$ cat config.mk
export PLATFORM = sky130hd
export DESIGN_NAME = trap_sequencer
export DESIGN_NICKNAME = d
export VERILOG_FILES = /design/src/rtl/trap_sequencer.sv
export SDC_FILE = /design/constraint.sdc
export NUM_CORES = 1
export LEC_CHECK = 0
export CAP_MARGIN = 20
export CELL_PAD_IN_SITES_DETAIL_PLACEMENT = 1
export CELL_PAD_IN_SITES_GLOBAL_PLACEMENT = 2
export CORE_UTILIZATION = 28
export CTS_CLUSTER_SIZE = 14
export DETAILED_ROUTE_END_ITERATION = 16
export PLACE_DENSITY_LB_ADDON = 0.1
export SYNTH_ARGS = -nofsm -noshare
export SYNTH_HDL_FRONTEND = slang
export SYNTH_SLANG_ARGS = --single-unit
$ cat constraint.sdc
create_clock -name clk -period 2.8 [get_ports clk]
set_input_delay 0.7 -clock clk [delete_from_list [all_inputs] [get_ports clk]]
set_output_delay 0.7 -clock clk [all_outputs]
set_load 0.1 [all_outputs]
$ cat src/rtl/trap_sequencer.sv
// ============================================================================
// Module      : trap_sequencer
// Description : Multi-cycle trap / xRET controller. It captures one request,
//               issues the CSR writes for it on the shared bus, then redirects
//               the PC and updates the privilege level.
// Revision    : 1.0 - initial release
// ============================================================================
`default_nettype none

module trap_sequencer #(
    parameter int XLEN = 32
) (
    input  logic            clk,
    input  logic            reset_n,
    input  logic            exc_valid,
    input  logic [4:0]      exc_code,
    input  logic [XLEN-1:0] exc_pc,
    input  logic [XLEN-1:0] exc_val,
    input  logic            xret_valid,
    input  logic            xret_is_sret,
    input  logic [1:0]      current_priv,
    input  logic [XLEN-1:0] medeleg,
    input  logic [XLEN-1:0] mstatus_in,
    input  logic [XLEN-1:0] mtvec,
    input  logic [XLEN-1:0] stvec,
    input  logic [XLEN-1:0] mepc,
    input  logic [XLEN-1:0] sepc,
    input  logic            csr_ready,
    output logic            busy,
    output logic            flush,
    output logic            csr_we,
    output logic [11:0]     csr_waddr,
    output logic [XLEN-1:0] csr_wdata,
    output logic            pc_redirect,
    output logic [XLEN-1:0] redirect_pc,
    output logic            priv_we,
    output logic [1:0]      new_priv
);

    localparam logic [2:0] c_ST_IDLE     = 3'd0;
    localparam logic [2:0] c_ST_W_EPC    = 3'd1;
    localparam logic [2:0] c_ST_W_CAUSE  = 3'd2;
    localparam logic [2:0] c_ST_W_TVAL   = 3'd3;
    localparam logic [2:0] c_ST_W_STATUS = 3'd4;
    localparam logic [2:0] c_ST_REDIRECT = 3'd5;

    logic [2:0]      r_state;
    logic            r_to_s;
    logic [XLEN-1:0] r_epc;
    logic [XLEN-1:0] r_cause;
    logic [XLEN-1:0] r_tval;
    logic [XLEN-1:0] r_status;
    logic [XLEN-1:0] r_tgt_pc;
    logic [1:0]      r_tgt_priv;

    logic            w_accept;
    logic            w_to_s;
    logic [XLEN-1:0] w_status_new;
    logic [XLEN-1:0] w_tgt_pc;
    logic [1:0]      w_tgt_priv;

    // Everything the sequence needs is resolved at capture, so later input
    // changes cannot disturb an in-flight sequence.
    always_comb begin
        w_accept     = (r_state == c_ST_IDLE) && (exc_valid || xret_valid);
        w_to_s       = exc_valid && (current_priv != 2'b11) && medeleg[exc_code];
        w_status_new = mstatus_in;
        w_tgt_pc     = '0;
        w_tgt_priv   = 2'b11;
        if (exc_valid) begin
            if (w_to_s) begin
                w_status_new[5] = mstatus_in[1];
                w_status_new[1] = 1'b0;
                w_status_new[8] = current_priv[0];
                w_tgt_pc        = {stvec[XLEN-1:2], 2'b00};
                w_tgt_priv      = 2'b01;
            end else begin
                w_status_new[7]     = mstatus_in[3];
                w_status_new[3]     = 1'b0;
                w_status_new[12:11] = current_priv;
                w_tgt_pc            = {mtvec[XLEN-1:2], 2'b00};
                w_tgt_priv          = 2'b11;
            end
        end else if (xret_is_sret) begin
            w_status_new[1] = mstatus_in[5];
            w_status_new[5] = 1'b1;
            w_status_new[8] = 1'b0;
            w_tgt_pc        = sepc;
            w_tgt_priv      = {1'b0, mstatus_in[8]};
        end else begin
            w_status_new[3]     = mstatus_in[7];
            w_status_new[7]     = 1'b1;
            w_status_new[12:11] = 2'b00;
            w_tgt_pc            = mepc;
            w_tgt_priv          = mstatus_in[12:11];
        end
    end

    logic [2:0]      w_n_state;
    logic            w_n_to_s;
    logic [XLEN-1:0] w_n_epc;
    logic [XLEN-1:0] w_n_cause;
    logic [XLEN-1:0] w_n_tval;
    logic [XLEN-1:0] w_n_status;
    logic [XLEN-1:0] w_n_tgt_pc;
    logic [1:0]      w_n_tgt_priv;

    always_comb begin
        w_n_state = r_state;
        case (r_state)
            c_ST_IDLE: begin
                if (exc_valid)       w_n_state = c_ST_W_EPC;
                else if (xret_valid) w_n_state = c_ST_W_STATUS;
            end
            c_ST_W_EPC:    if (csr_ready) w_n_state = c_ST_W_CAUSE;
            c_ST_W_CAUSE:  if (csr_ready) w_n_state = c_ST_W_TVAL;
            c_ST_W_TVAL:   if (csr_ready) w_n_state = c_ST_W_STATUS;
            c_ST_W_STATUS: if (csr_ready) w_n_state = c_ST_REDIRECT;
            default:       w_n_state = c_ST_IDLE;
        endcase
    end

    assign w_n_to_s     = w_accept ? w_to_s                                : r_to_s;
    assign w_n_epc      = w_accept ? exc_pc                                : r_epc;
    assign w_n_cause    = w_accept ? {{(XLEN-5){1'b0}}, exc_code}          : r_cause;
    assign w_n_tval     = w_accept ? exc_val                               : r_tval;
    assign w_n_status   = w_accept ? w_status_new                          : r_status;
    assign w_n_tgt_pc   = w_accept ? w_tgt_pc                              : r_tgt_pc;
    assign w_n_tgt_priv = w_accept ? w_tgt_priv                            : r_tgt_priv;

    logic            w_o_we;
    logic [11:0]     w_o_addr;
    logic [XLEN-1:0] w_o_data;
    logic [3:0]      w_base;

    // Outputs are decoded from the next state so they can be registered
    // without adding a cycle of latency.
    always_comb begin
        w_o_we   = 1'b0;
        w_o_addr = '0;
        w_o_data = '0;
        w_base   = w_n_to_s ? 4'h1 : 4'h3;
        case (w_n_state)
            c_ST_W_EPC: begin
                w_o_we   = 1'b1;
                w_o_addr = {w_base, 8'h41};
                w_o_data = w_n_epc;
            end
            c_ST_W_CAUSE: begin
                w_o_we   = 1'b1;
                w_o_addr = {w_base, 8'h42};
                w_o_data = w_n_cause;
            end
            c_ST_W_TVAL: begin
                w_o_we   = 1'b1;
                w_o_addr = {w_base, 8'h43};
                w_o_data = w_n_tval;
            end
            c_ST_W_STATUS: begin
                w_o_we   = 1'b1;
                w_o_addr = 12'h300;
                w_o_data = w_n_status;
            end
            default: ;
        endcase
    end

    always_ff @(posedge clk or negedge reset_n) begin
        if (!reset_n) begin
            r_state     <= c_ST_IDLE;
            r_to_s      <= 1'b0;
            r_epc       <= '0;
            r_cause     <= '0;
            r_tval      <= '0;
            r_status    <= '0;
            r_tgt_pc    <= '0;
            r_tgt_priv  <= '0;
            busy        <= 1'b0;
            flush       <= 1'b0;
            csr_we      <= 1'b0;
            csr_waddr   <= '0;
            csr_wdata   <= '0;
            pc_redirect <= 1'b0;
            redirect_pc <= '0;
            priv_we     <= 1'b0;
            new_priv    <= '0;
        end else begin
            r_state     <= w_n_state;
            r_to_s      <= w_n_to_s;
            r_epc       <= w_n_epc;
            r_cause     <= w_n_cause;
            r_tval      <= w_n_tval;
            r_status    <= w_n_status;
            r_tgt_pc    <= w_n_tgt_pc;
            r_tgt_priv  <= w_n_tgt_priv;
            busy        <= (w_n_state != c_ST_IDLE);
            flush       <= (w_n_state != c_ST_IDLE);
            csr_we      <= w_o_we;
            csr_waddr   <= w_o_addr;
            csr_wdata   <= w_o_data;
            pc_redirect <= (w_n_state == c_ST_REDIRECT);
            priv_we     <= (w_n_state == c_ST_REDIRECT);
            redirect_pc <= (w_n_state == c_ST_REDIRECT) ? w_n_tgt_pc : '0;
            new_priv    <= (w_n_state == c_ST_REDIRECT) ? w_n_tgt_priv : 2'b00;
        end
    end

endmodule

`default_nettype wire

==> impl_metrics.ini <==
[final_layout]
fillers = 4325
layout-drive-gt1-share = 0.148
nets = 1702
fin_util = 0.419
stdcell_area_sq_mm = 0.0158
syn_to_final_growth_pct = 47.3

[clock_network]
post_cts_buffers = 0
cts_made_buffers = 30
htreeDepth = 1
cts_hold_buffers = 0
cts_tree = built
cts_resized = 0
clock_sinks = 239
path_clk_slew_ns = 0.06
clk_latency_ns = 0.55
cts_max_path_buffers = 3
ctsRootBufferMaster = clkbuf_16

[yosys]
synth.most_common_cell = nand2_1
synth_top_cell_by_area = dfrtp_1
synth-seq-cells = 239
synth-seq-area-share = 0.558
ys_types = 51
async_flop_share = 1.00
synth_top_cell_area_share = 0.558
netlist_top_cells_area = dfrtp_1 56%, nand2_1 9.6%, mux2i_1 7.6%
synth_commonest_cells = 274 x nand2_1, 239 x dfrtp_1, 115 x o21ai_0
syn-cell-area_sq_mm = 0.0107
ys.flop_type = dfrtp_1
ys_warn_count = 0
synth-edff-count = 0
avgSynthCellArea_sq_um = 9.85
syn_inst = 1087

[grt]
grt_use_met3 = 0.0589
grt_usage = 0.186
met2_usage = 0.309
grt_overflow = 0
grt_pass1_wl_mm = 56.3
top_usage_layer = met2
antenna_found_initial = 3
use_met1 = 0.234
grt_max_degree = 69
grt_pass1_vias = 9907

[power_and_ir_drop]
pwr-share-clk = 0.222
switching_share = 0.444
switchingPower_w = 0.00780
p_int_w = 0.00978
ir_drop_uv = 401
finalPower_w = 0.0176
powerDensity_mw_per_mm2 = 1110
pwr-share-seq = 0.300
p_leak_nw = 7.42
pwr-share-comb = 0.478

[worst_setup_path]
rrSetupSlack_ns = 0.48
path_max_fanout = 10
path_cells = clkdlybuf4s50_1 > buf_12 > buf_4 > mux2i_1 > mux4_2 > a22oi_2 > nand2_2 > or3_1 > a31o_1
r2r_start = r_state[1]
crit_buf_inv = 3
crit_family = buffers and inverters
worstPathArrival_ns = 3.03
critPathLaunchType = primary input
path_class = in -> reg
critPathMaxStageDelay_ns = 0.51
crit_slowest_cell = clkdlybuf4s50_1
rr_endpoint = csr_wdata[11]
setup.worst_path.end_class = register
reg2regPathDepth = 8
cp.required_ns = 3.24

[route]
drtIter0Drc = 364
vias = 9042
drt-total-wl_mm = 36.3
wl_per_cell_microns = 18.4
firstDrtPassIters = 4
drcViolationCount = 0
via_per_inst = 4.59
ant_nets = 0

[run]
max_cap_viol_count = 0

[placement]
port_buffers = 340
dp.final_hpwl_mm = 25.6
dp_slack_ns = -0.362
gp_congestion = 0.765
place_area_sq_mm = 0.0148

[die]
die_x_microns = 198
rows = 71
dieArea_sq_mm = 0.0390
fp.dieH_microns = 198
ios = 352
coreArea_sq_mm = 0.0377
start_util = 0.284

[sta]
post-route-min-period_ns = 2.59
worst_pin_slew_ns = 0.533
finalHoldViolations = 0
maxSlewHeadroom = 0.641
drv_slew = 0
setup_viol = 0
fmax_mhz = 386
setup-tns-final_ns = 0
finalCritPeriodShare = 0.925
setup_slack_ns = 0.211
rsz0062_at_grt = no
skew_ns = 0.00604

[hold_path]
min_path_type = in -> async

[status]
outcome = completed
==> placed cells by master (no fill, tap or decap), drive strengths merged, types with 13 or more instances in the layout <==
master         count
clkdlybuf4s50    261
mux2i             81
nor3              34
and2              65
dfrtp            239
nor2              15
buf              133
a22oi             22
a21oi             43
nor2b             13
o21ai            116
nand2            275
mux2              13
nand3             26
clkinv            13
clkbuf            40
==> worst register-to-register path: cells and delay by family (launching register included) <==
family	cells	cell delay, ns
and+or+nand+nor	3	0.74
DFF	1	0.51
AOI/OAI and AO/OA	3	0.49
buffers and inverters	2	0.45
==> per-layer routing <==
layer  up-vias  part of all wire
met3        38             0.080
li1       4366                 -
met2       240              0.47
met5         -                 0
met4         0             0.015
met1      4398              0.43
==> cells by family after synthesis <==
kind of cell	Yosys count	synth area share
multiplexers	98	0.0978
flip-flops	239	0.558
XOR/XNOR	1	0.000818
AND/OR/NAND/NOR	447	0.187
buffers and inverters	90	0.0404
AO/OA/AOI/OAI	211	0.115
other	1	0.000350
==> power by group through the flow <==
stage,sequential [W],clock [W],combinational [W]
2_1_floorplan,0.00716,0,0.00372
3_3_place_gp,0.00529,0,0.00841
3_5_place_dp,0.00534,0,0.00854
4_1_cts,0.00529,0.00403,0.00857
5_1_grt,0.00542,0.00417,0.00921
6_report,0.00527,0.00391,0.00840
==> worst max path at each step <==
stage	start	to	slack [ns]	cells after the start
after CTS	exc_code[1]	csr_waddr[9]	0.23	9
final	exc_code[1]	csr_waddr[9]	0.21	9
after global placement	exc_code[1]	csr_waddr[9]	-0.35	8
after global routing	exc_code[1]	csr_waddr[9]	0.16	9
after detailed placement	exc_code[1]	csr_waddr[9]	-0.36	9
after floorplan	exc_code[1]	r_tgt_priv[1]	0.13	10
==> sequential cells by signal (all words and copies together), names as in the netlist <==
signal       flops
csr_waddr        5
csr_wdata       32
flush            1
new_priv         2
priv_we          1
r_cause         32
r_epc           32
r_state          3
r_status        32
r_tgt_pc        32
r_tgt_priv       2
r_to_s           1
r_tval          32
redirect_pc     32
==> layout make-up <==
type | instances | area [sq um] | area share
tap | 511 | 639 | 0.0405
inverter | 4 | 15.0 | 0.000952
sequential | 239 | 5980 | 0.379
timing repair buffer | 394 | 3780 | 0.239
antenna | 2 | 5.00 | 0.000317
clock buffer | 40 | 870 | 0.0551
clock inverter | 16 | 136 | 0.00865
multi-input combinational | 764 | 4350 | 0.276
==> metrics by stage <==
step           instances  hold WS (ns)
2_1_floorplan       1093         0.404
3_3_place_gp        1912         0.451
3_5_place_dp        1912         0.460
4_1_cts             1968         0.100
5_1_grt             1968         0.122
6_report            1970        0.0972
(Power assumes the default switching activity.)
==> RTL edit (config.mk and constraints unchanged) <==
Put one more register stage on the output `redirect_pc`, cleared by the reset. The value now appears one clock later. The other outputs are not delayed to match.
--- a/src/rtl/trap_sequencer.sv
+++ b/src/rtl/trap_sequencer.sv
@@ -44,6 +44,8 @@
     localparam logic [2:0] c_ST_W_STATUS = 3'd4;
     localparam logic [2:0] c_ST_REDIRECT = 3'd5;
 
+    logic [XLEN-1:0] redirect_pc_s0;
+
     logic [2:0]      r_state;
     logic            r_to_s;
     logic [XLEN-1:0] r_epc;
@@ -181,7 +183,7 @@
             csr_waddr   <= '0;
             csr_wdata   <= '0;
             pc_redirect <= 1'b0;
-            redirect_pc <= '0;
+            redirect_pc_s0 <= '0;
             priv_we     <= 1'b0;
             new_priv    <= '0;
         end else begin
@@ -200,11 +202,19 @@
             csr_wdata   <= w_o_data;
             pc_redirect <= (w_n_state == c_ST_REDIRECT);
             priv_we     <= (w_n_state == c_ST_REDIRECT);
-            redirect_pc <= (w_n_state == c_ST_REDIRECT) ? w_n_tgt_pc : '0;
+            redirect_pc_s0 <= (w_n_state == c_ST_REDIRECT) ? w_n_tgt_pc : '0;
             new_priv    <= (w_n_state == c_ST_REDIRECT) ? w_n_tgt_priv : 2'b00;
         end
     end
 
+    always_ff @(posedge clk or negedge reset_n) begin
+        if (!reset_n) begin
+            redirect_pc <= '0;
+        end else begin
+            redirect_pc <= redirect_pc_s0;
+        end
+    end
+
 endmodule
 
 `default_nettype wire
Formal check against the unedited RTL: not equivalent (a bounded check fails within 4 cycles, from zero or initial values and one cycle with reset_n low).
==> RTL edit against the original RTL <==
- total power up 6.7%
- worst setup slack worse by 0.017 ns
- die area up 7.4%
- wire length up 3.2%
- synthesized area up 7.5%
- register-to-register slack worse by 0.02 ns
- sequential cell count up 32
- design area up 5.9%
- largest cell class unchanged
- combinational power up 1%
==> RTL edit: results (changes against the original RTL) <==
WL met3=2.862 mm (-1.5%); Comb. pwr=8.50 mW (+1%); VDD IR max=0.0003808 V (-5.1%); Tot Pwr=18.76 mW (+6.7%); status=finished, final reports clean; r2r setup slk=0.46 ns (-0.02 ns); Final Cell Area=16710 um^2 (+5.9%); Clock group=4.46 mW (+14%); P_leak=7.895 nW (+6.4%); M2 GR Usage=29.78% (-1.1 points); WP data arrival=3.07 ns (+0.04 ns); GP Congestion=0.7683 (+0.42%); cts bufs inserted=31 (+3.3%); Synth top cells by count=nand2_1, dfrtp_1, o21ai_0; synthesized-area fraction occupied by xor and xnor cells=0.07610% (-0.0057 points); post-place setup slack=-0.5030 ns (-0.1409 ns); layout cells sized above 1=13.98% (-0.85 points); syn avg cell area=10.29 um^2 (+4.4%); DRT iter0 DRCs=334 (-8.2%); met1 Track Usage GR=23.00% (-0.41 points); crit-path max FO=28 (+18); Hold Slack=0.03756 ns (-0.05964 ns); largest cells by area after synthesis=dfrtp_1, nand2_1, mux2i_1; nets@finish=1729 (+1.6%); GRT Overall Usage=17.93% (-0.64 points); DRT met1 WL=16.00 mm (+2.0%); post-synthesis compound-gate area fraction=10.72% (-0.80 points); WL met2=17.92 mm (+4.4%); DR vias=9284 (+2.7%); DR top layer=met5; P_int=10.77 mW (+10%); cell count after placement=1952 (+2.1%); post-synthesis mux area share=9.099% (-0.68 points); largest net degree at the start of global routing=66 (-4.3%); first-pass GRT wire length=57.93 mm (+2.9%)
[RTL edit: final timing paths]
kind,start,cells after the start,end
max,exc_code[1],9,r_tgt_pc[23]$_DFF_PN0_
max in group asynchronous,reset_n,2,redirect_pc_s0[3]$_DFF_PN0_
min reg2reg,redirect_pc_s0[30]$_DFF_PN0_,0,redirect_pc[30]$_DFF_PN0_
min,reset_n,1,r_tval[4]$_DFF_PN0_
max reg2reg,r_state[1]$_DFF_PN0_,7,csr_wdata[2]$_DFF_PN0_
min in group clk,redirect_pc_s0[30]$_DFF_PN0_,0,redirect_pc[30]$_DFF_PN0_
[RTL edit: area by class of cell]
cell class,instances,area share (%)
multi-input cells,764,26.02
inverters,4,0.08985
repair buffers,388,22.58
clock inverters,13,1.453
flip-flops and latches,271,40.58
well taps,525,3.931
clock buffers,41,5.286
diodes,4,0.05990
